<file path="config.mk">
export PLATFORM = sky130hd
export DESIGN_NAME = spi_flash_boot
export DESIGN_NICKNAME = d
export VERILOG_FILES = /design/src/rtl/selen_boot_pkg.sv /design/src/rtl/spi_bit_engine.sv /design/src/rtl/spi_flash_boot.sv
export SDC_FILE = /design/constraint.sdc
export NUM_CORES = 1
export LEC_CHECK = 0
export BUFFER_PORTS_ARGS = -buffer_cell sky130_fd_sc_hd__buf_2
export CAP_MARGIN = 20
export CORE_MARGIN = 4
export CORE_UTILIZATION = 30
export DETAILED_ROUTE_END_ITERATION = 10
export PLACE_DENSITY = 0.53
export SLEW_MARGIN = 30
export SYNTH_ARGS = -nofsm -noshare
export SYNTH_HDL_FRONTEND = slang
export SYNTH_SLANG_ARGS = --single-unit
</file>
<file path="constraint.sdc">
create_clock -name clk -period 1.9 [get_ports clk]
set_input_delay 0.38 -clock clk [delete_from_list [all_inputs] [get_ports clk]]
set_output_delay 0.38 -clock clk [all_outputs]
set_load 0.02 [all_outputs]
</file>
<file path="src/rtl/selen_boot_pkg.sv">
// Shared types and constants for the SPI flash boot loader.
package selen_boot_pkg;

  typedef enum logic [2:0] {
    IDLE,
    CMD,
    DATA,
    WB_WR,
    DONE
  } boot_state_t;

  localparam logic [7:0]  SPI_CMD_READ = 8'h03;
  localparam int unsigned SPI_CMD_BITS = 32;

  // Flash bytes arrive first-byte-in-MSB; RAM word is little-endian.
  function automatic logic [31:0] bswap32(input logic [31:0] w);
    return {w[7:0], w[15:8], w[23:16], w[31:24]};
  endfunction

endpackage

</file>
<file path="src/rtl/spi_bit_engine.sv">
// SPI mode-0 bit engine: sclk divider, 32-bit shift out/in, bit counter.
// load_i starts a 32-bit transfer (sclk low, first bit already on mosi);
// done_o pulses in the cycle whose edge produces the 32nd falling sclk.
module spi_bit_engine
  import selen_boot_pkg::*;
#(
  parameter int unsigned CLK_DIV = 2
) (
  input  logic        clk,
  input  logic        rst,
  input  logic        load_i,
  input  logic [31:0] tx_i,
  input  logic        miso_i,
  output logic        sclk_o,
  output logic        mosi_o,
  output logic [31:0] rx_o,
  output logic        done_o
);

  localparam int unsigned DivW    = (CLK_DIV > 1) ? $clog2(CLK_DIV) : 1;
  localparam logic [DivW-1:0] DivMax  = DivW'(CLK_DIV - 1);
  localparam logic [4:0]      LastBit = 5'(SPI_CMD_BITS - 1);

  logic            active_q, active_d;
  logic            sclk_q, sclk_d;
  logic [DivW-1:0] div_q, div_d;
  logic [4:0]      cnt_q, cnt_d;
  logic [31:0]     tx_q, tx_d;
  logic [31:0]     rx_q, rx_d;
  logic            tick;

  assign tick   = active_q && (div_q == DivMax);
  assign done_o = tick && sclk_q && (cnt_q == LastBit);
  assign sclk_o = sclk_q;
  assign mosi_o = active_q & tx_q[31];
  assign rx_o   = rx_q;

  // Divider, sclk toggle, sample on rise, shift on fall.
  always_comb begin
    active_d = active_q;
    sclk_d   = sclk_q;
    div_d    = div_q;
    cnt_d    = cnt_q;
    tx_d     = tx_q;
    rx_d     = rx_q;
    if (load_i) begin
      active_d = 1'b1;
      sclk_d   = 1'b0;
      div_d    = '0;
      cnt_d    = '0;
      tx_d     = tx_i;
    end else if (active_q) begin
      if (tick) begin
        div_d  = '0;
        sclk_d = ~sclk_q;
        if (!sclk_q) begin
          rx_d = {rx_q[30:0], miso_i};
        end else begin
          tx_d  = {tx_q[30:0], 1'b0};
          cnt_d = cnt_q + 5'd1;
          if (cnt_q == LastBit) active_d = 1'b0;
        end
      end else begin
        div_d = div_q + DivW'(1);
      end
    end
  end

  // Engine state registers.
  always_ff @(posedge clk) begin
    if (!rst) begin
      active_q <= 1'b0;
      sclk_q   <= 1'b0;
      div_q    <= '0;
      cnt_q    <= '0;
      tx_q     <= '0;
      rx_q     <= '0;
    end else begin
      active_q <= active_d;
      sclk_q   <= sclk_d;
      div_q    <= div_d;
      cnt_q    <= cnt_d;
      tx_q     <= tx_d;
      rx_q     <= rx_d;
    end
  end

endmodule

</file>
<file path="src/rtl/spi_flash_boot.sv">
// SPI flash boot loader: READ command to the flash, stream BOOT_WORDS words,
// write each to RAM over a wishbone master, then raise done_o.
// Optional build macro SPI_BOOT_CHECKSUM_EN: read one extra sum word and flag
// a mismatch against the wrap-around sum of the copied words on err_o.
module spi_flash_boot
  import selen_boot_pkg::*;
#(
  parameter logic [23:0]  FLASH_ADDR = 24'h000000,
  parameter int unsigned  BOOT_WORDS = 1024,
  parameter logic [31:0]  RAM_BASE   = 32'h0000_0000,
  parameter int unsigned  CLK_DIV    = 2
) (
  input  logic        clk,
  input  logic        rst,
  input  logic        start_i,
  output logic        busy_o,
  output logic        done_o,
  output logic        err_o,
  output logic        spi_ss_o,
  output logic        spi_sclk_o,
  output logic        spi_mosi_o,
  input  logic        spi_miso_i,
  output logic        wbm_cyc_o,
  output logic        wbm_stb_o,
  output logic        wbm_we_o,
  output logic [31:0] wbm_adr_o,
  output logic [31:0] wbm_dat_o,
  output logic [3:0]  wbm_sel_o,
  input  logic        wbm_ack_i
);

  localparam int unsigned IdxW = $clog2(BOOT_WORDS + 1);
  localparam logic [IdxW-1:0] LastIdx = IdxW'(BOOT_WORDS - 1);

  boot_state_t     state_q, state_d;
  logic [IdxW-1:0] idx_q, idx_d;
  logic            eng_load;
  logic [31:0]     eng_tx;
  logic [31:0]     eng_rx;
  logic            eng_done;
  logic [31:0]     rd_word;

`ifdef SPI_BOOT_CHECKSUM_EN
  logic [31:0] sum_q, sum_d;
  logic        sum_phase_q, sum_phase_d;
  logic        err_q, err_d;
  assign err_o = err_q;
`else
  assign err_o = 1'b0;
`endif

  assign rd_word = bswap32(eng_rx);

  spi_bit_engine #(
    .CLK_DIV (CLK_DIV)
  ) u_bit_engine (
    .clk    (clk),
    .rst    (rst),
    .load_i (eng_load),
    .tx_i   (eng_tx),
    .miso_i (spi_miso_i),
    .sclk_o (spi_sclk_o),
    .mosi_o (spi_mosi_o),
    .rx_o   (eng_rx),
    .done_o (eng_done)
  );

  // State, word index and checksum registers.
  always_ff @(posedge clk) begin
    if (!rst) begin
      state_q     <= IDLE;
      idx_q       <= '0;
`ifdef SPI_BOOT_CHECKSUM_EN
      sum_q       <= '0;
      sum_phase_q <= 1'b0;
      err_q       <= 1'b0;
`endif
    end else begin
      state_q     <= state_d;
      idx_q       <= idx_d;
`ifdef SPI_BOOT_CHECKSUM_EN
      sum_q       <= sum_d;
      sum_phase_q <= sum_phase_d;
      err_q       <= err_d;
`endif
    end
  end

  // Next state; each engine load is issued on the transition into CMD/DATA.
  always_comb begin
    state_d     = state_q;
    idx_d       = idx_q;
    eng_load    = 1'b0;
    eng_tx      = 32'h0;
`ifdef SPI_BOOT_CHECKSUM_EN
    sum_d       = sum_q;
    sum_phase_d = sum_phase_q;
    err_d       = err_q;
`endif
    unique case (state_q)
      IDLE, DONE: begin
        if (start_i) begin
          state_d     = CMD;
          idx_d       = '0;
          eng_load    = 1'b1;
          eng_tx      = {SPI_CMD_READ, FLASH_ADDR};
`ifdef SPI_BOOT_CHECKSUM_EN
          sum_d       = '0;
          sum_phase_d = 1'b0;
          err_d       = 1'b0;
`endif
        end
      end
      CMD: begin
        if (eng_done) begin
          state_d  = DATA;
          eng_load = 1'b1;
        end
      end
      DATA: begin
        if (eng_done) begin
`ifdef SPI_BOOT_CHECKSUM_EN
          if (sum_phase_q) begin
            state_d = DONE;
            err_d   = (rd_word != sum_q);
          end else begin
            state_d = WB_WR;
          end
`else
          state_d = WB_WR;
`endif
        end
      end
      WB_WR: begin
        if (wbm_ack_i) begin
`ifdef SPI_BOOT_CHECKSUM_EN
          sum_d = sum_q + rd_word;
`endif
          if (idx_q == LastIdx) begin
`ifdef SPI_BOOT_CHECKSUM_EN
            // Stay in continuous READ for the trailing sum word.
            sum_phase_d = 1'b1;
            state_d     = DATA;
            eng_load    = 1'b1;
`else
            state_d = DONE;
`endif
          end else begin
            idx_d    = idx_q + IdxW'(1);
            state_d  = DATA;
            eng_load = 1'b1;
          end
        end
      end
      default: state_d = IDLE;
    endcase
  end

  // Moore outputs decoded from the current state.
  always_comb begin
    busy_o    = 1'b0;
    done_o    = 1'b0;
    wbm_cyc_o = 1'b0;
    wbm_stb_o = 1'b0;
    wbm_we_o  = 1'b0;
    wbm_sel_o = 4'h0;
    wbm_adr_o = 32'h0;
    wbm_dat_o = 32'h0;
    unique case (state_q)
      CMD, DATA: busy_o = 1'b1;
      WB_WR: begin
        busy_o    = 1'b1;
        wbm_cyc_o = 1'b1;
        wbm_stb_o = 1'b1;
        wbm_we_o  = 1'b1;
        wbm_sel_o = 4'hF;
        wbm_adr_o = RAM_BASE + (32'(idx_q) << 2);
        wbm_dat_o = rd_word;
      end
      DONE:    done_o = 1'b1;
      default: ;
    endcase
    spi_ss_o = ~busy_o;
  end

endmodule

</file>
==> results.sh <==
export IMPL_run_status="completed"
export IMPL_fillers=1035
export IMPL_number_of_synthesized_flops_with_an_enable_pin=0
export IMPL_ys_async_sr_fraction_pct=0
export IMPL_yosys_cell_types_count=50
export IMPL_cts_inserted_buffers=9
export IMPL_gp_congestion=0.7691
export IMPL_place_detailed_hpwl_um=4629
export IMPL_finalMaxSlewViolations=0
export IMPL_rsz0062_at_grt="yes"
export IMPL_num_antenna_cells=0
export IMPL_worst_setup_path_startpoint="state_q[2]$_SDFFE_PN0P_"
export IMPL_final_cell_mix="61 x sky130_fd_sc_hd__nand2_1, 58 x sky130_fd_sc_hd__dfxtp_1, 44 x sky130_fd_sc_hd__and2_1, 33 x sky130_fd_sc_hd__mux2i_1, 31 x sky130_fd_sc_hd__buf_4"
export IMPL_via_density_per_instance=4.517
export IMPL_dominantRegCellSynth="sky130_fd_sc_hd__dfxtp_1"
export IMPL_setup_total_negative_slack_ps=0
export IMPL_placementRows=36
export IMPL_route_vias_total=2534
export IMPL_setup_violations_final=0
export IMPL_grt_pass1_vias=2448
export IMPL_fmax_mhz=538.1
export IMPL_max_cap_violations=0
export IMPL_ports_placed_on_the_boundary=82
export IMPL_pwr_density_cell_nw_per_um2=765.6
export IMPL_largest_stage_delay_on_the_critical_path_ps=320
export IMPL_route_final_wire_length_um=7007
export IMPL_period_share_pct=97.81
export IMPL_worstRegToRegCells=8
export IMPL_post_layout_nonfiller_instances=561
export IMPL_path_clk_slew_ps=70
export IMPL_chipHeight_um=109.8
export IMPL_p_leak_uw=0.001845
export IMPL_yosys_area_top_type="sky130_fd_sc_hd__dfxtp_1"
export IMPL_timing_critical_path_slowest_stage_cell="sky130_fd_sc_hd__dfxtp_2"
export IMPL_post_syn_area_um2=3109
export IMPL_grtUsageTotal_pct=11.68
export IMPL_drive_above_1_share_pct=26.40
export IMPL_avgSynthCellArea_um2=8.709
export IMPL_r2r_start="u_bit_engine.cnt_q[0]$_SDFFE_PP0P_"
export IMPL_maximum_clock_skew_at_final_layout_ps=10.64
export IMPL_starting_density_of_the_core_pct=31.23
export IMPL_r2r_end="u_bit_engine.sclk_o$_SDFFE_PP0P_"
export IMPL_worst_setup_path_endpoint="wbm_dat_o[18]"
export IMPL_portBuffers=59
export IMPL_synthToLayoutAreaGrowth_pct=28.85
export IMPL_worstPathBufferInverterCount=3
export IMPL_worst_path_maximum_fanout=19
export IMPL_first_pass_iters=4
export IMPL_crit_type="reg -> out"
export IMPL_timing_reg2reg_setup_slack_ps=170
export IMPL_detail_route_iter0_violations=83
export IMPL_grt_pass1_wl_um=11090
export IMPL_seqCellArea_um2=1246
export IMPL_crit_chain="nand3b_1, inv_4, clkbuf_16, and2_1, buf_6"
export IMPL_path_delay_family="buffers and inverters"
export IMPL_design_power_total_uw=3067
export IMPL_fp_coreArea_um2=9955
export IMPL_grt_max_degree=42
export IMPL_critPathArrivalTime_ps=1480
export IMPL_globalRoute_totalOverflow=0
export IMPL_die_area_um2=12060
export IMPL_synth_area_leaders="sky130_fd_sc_hd__dfxtp_1 40%, sky130_fd_sc_hd__mux2i_1 11%, sky130_fd_sc_hd__and2_1 8.9%"
export IMPL_worst_setup_end_kind="output port"
export IMPL_ctsHoldBuffers=0
export IMPL_number_of_warning_messages_in_the_yosys_log=0
export IMPL_detail_route_antenna_nets=0
export IMPL_path_depth=5
export IMPL_layout_core_utilization_pct=40.25
export IMPL_synth_ff_latch_count=62
export IMPL_timing_hold_worst_class="in -> reg"
export IMPL_worst_case_clock_buffer_depth=2
export IMPL_peakVddDrop_mv=0.4329
export IMPL_setup_crit_start_kind="register"
export IMPL_final_common_cell="sky130_fd_sc_hd__nand2_1"
export IMPL_clk_latency_ps=340
export IMPL_cts_tree="yes"
export IMPL_dp_cells=538
export IMPL_synth_top_cell_area_share_pct=39.92
export IMPL_cts_root_buf="sky130_fd_sc_hd__clkbuf_8"
export IMPL_clock_sink_count=62
export IMPL_cp_data_required_time_ps=1520
export IMPL_post_route_drc_violation_count=0
export IMPL_cts_htree_levels=3
export IMPL_netlist_instances=357
export IMPL_grt_antenna_before_repair=0
export IMPL_post_route_min_period_ps=1858
export IMPL_multiInputGateArea_um2=1633
export IMPL_nets=431
export IMPL_synth_seq_area_share_pct=39.92
export IMPL_fp_dieW_um=109.8
export IMPL_hold_viol=0
export IMPL_worst_hold_slack_ps=296.2
export IMPL_drt_wirelength_per_cell_um=12.49
-- area by class of cell --
type | instances | share of cell area [%]
Timing Repair Buffer | 82 | 17.33
Clock inverter | 7 | 3.029
Multi-Input combinational cell | 263 | 40.76
Inverter | 5 | 0.5309
Sequential cell | 62 | 31.11
Clock buffer | 9 | 3.092
Tap cell | 133 | 4.154
-- per-stage QoR --
stage	setup slack (ps)	instance area (um^2)
after CTS	13.99	3730
after global routing	-43.57	4006
after floorplan	117.9	3189
final	41.67	4006
after detailed placement	136.7	3482
after global placement	209.9	3482
-- report_power, final --
part / switching, uW / leakage, uW / internal, uW
clock: 548 / 0.000124 / 878
combinational: 193 / 0.00122 / 103
sequential: 24.0 / 0.000502 / 1320
total: 765 / 0.00185 / 2300
-- per-layer routing --
layer / track usage, % / share of wire (%) / up-vias
met2: 19.76 / 48 / 64
li1: - / - / 1293
met4: 3.206 / 0.88 / 0
met3: 5.050 / 6.6 / 5
met5: 0 / 0 / -
met1: 13.41 / 45 / 1172
-- registers in the layout, summed over array words and instances (netlist names) --
name	count
idx_q	11
state_q	3
u_bit_engine.active_q	1
u_bit_engine.cnt_q	5
u_bit_engine.div_q	1
u_bit_engine.rx_o	32
u_bit_engine.sclk_o	1
u_bit_engine.tx_q	8
-- logic make-up after synthesis --
kind of cell               share of synthesized area [%]
AOI/OAI and AO/OA                                  9.618
adders and majority gates                          1.207
and+or+nand+nor                                    26.44
buffers and inverters                              10.66
other                                             0.1206
xor gates and xnor gates                           1.409
muxes                                              10.62
DFF                                                39.92
-- cell usage after synthesis (4+ instances only) --
cell type	count
sky130_fd_sc_hd__mux2i_1	33
sky130_fd_sc_hd__nand3_1	4
sky130_fd_sc_hd__clkbuf_1	13
sky130_fd_sc_hd__inv_1	5
sky130_fd_sc_hd__or3_1	4
sky130_fd_sc_hd__a21oi_1	18
sky130_fd_sc_hd__nand2_1	61
sky130_fd_sc_hd__buf_4	28
sky130_fd_sc_hd__and3_1	4
sky130_fd_sc_hd__o21ai_0	7
sky130_fd_sc_hd__nor3_1	7
sky130_fd_sc_hd__and2_1	44
sky130_fd_sc_hd__buf_2	4
sky130_fd_sc_hd__nor2_1	11
sky130_fd_sc_hd__dfxtp_1	62
-- worst reg2reg max path, delay by kind of cell, from the launching register on --
kind	cells	cell delay (ps)
buf+inv	2	350
compound gates	1	330
fa+ha+maj	2	300
simple gates	3	300
flops	1	350
-- timing repair --
item	in CTS	in global routing
gates cloned	0	3
pin swaps	0	1
endpoints found under the setup margin	40	55
buffers inserted	0	4
gates resized for setup	2	69
-- worst min-delay path by stage --
stage | from | to | slack (ps) | cells after the start
2_1_floorplan | idx_q[10]$_SDFFE_PN0P_ | idx_q[10]$_SDFFE_PN0P_ | 420 | 2
3_3_place_gp | idx_q[10]$_SDFFE_PN0P_ | idx_q[10]$_SDFFE_PN0P_ | 440 | 2
3_5_place_dp | u_bit_engine.tx_q[29]$_SDFFE_PN0P_ | u_bit_engine.tx_q[29]$_SDFFE_PN0P_ | 450 | 2
4_1_cts | spi_miso_i | u_bit_engine.rx_o[0]$_SDFFE_PN0P_ | 270 | 3
5_1_grt | spi_miso_i | u_bit_engine.rx_o[0]$_SDFFE_PN0P_ | 280 | 3
6_report | spi_miso_i | u_bit_engine.rx_o[0]$_SDFFE_PN0P_ | 300 | 3
No activity file was read; power rests on OpenSTA's default activity.
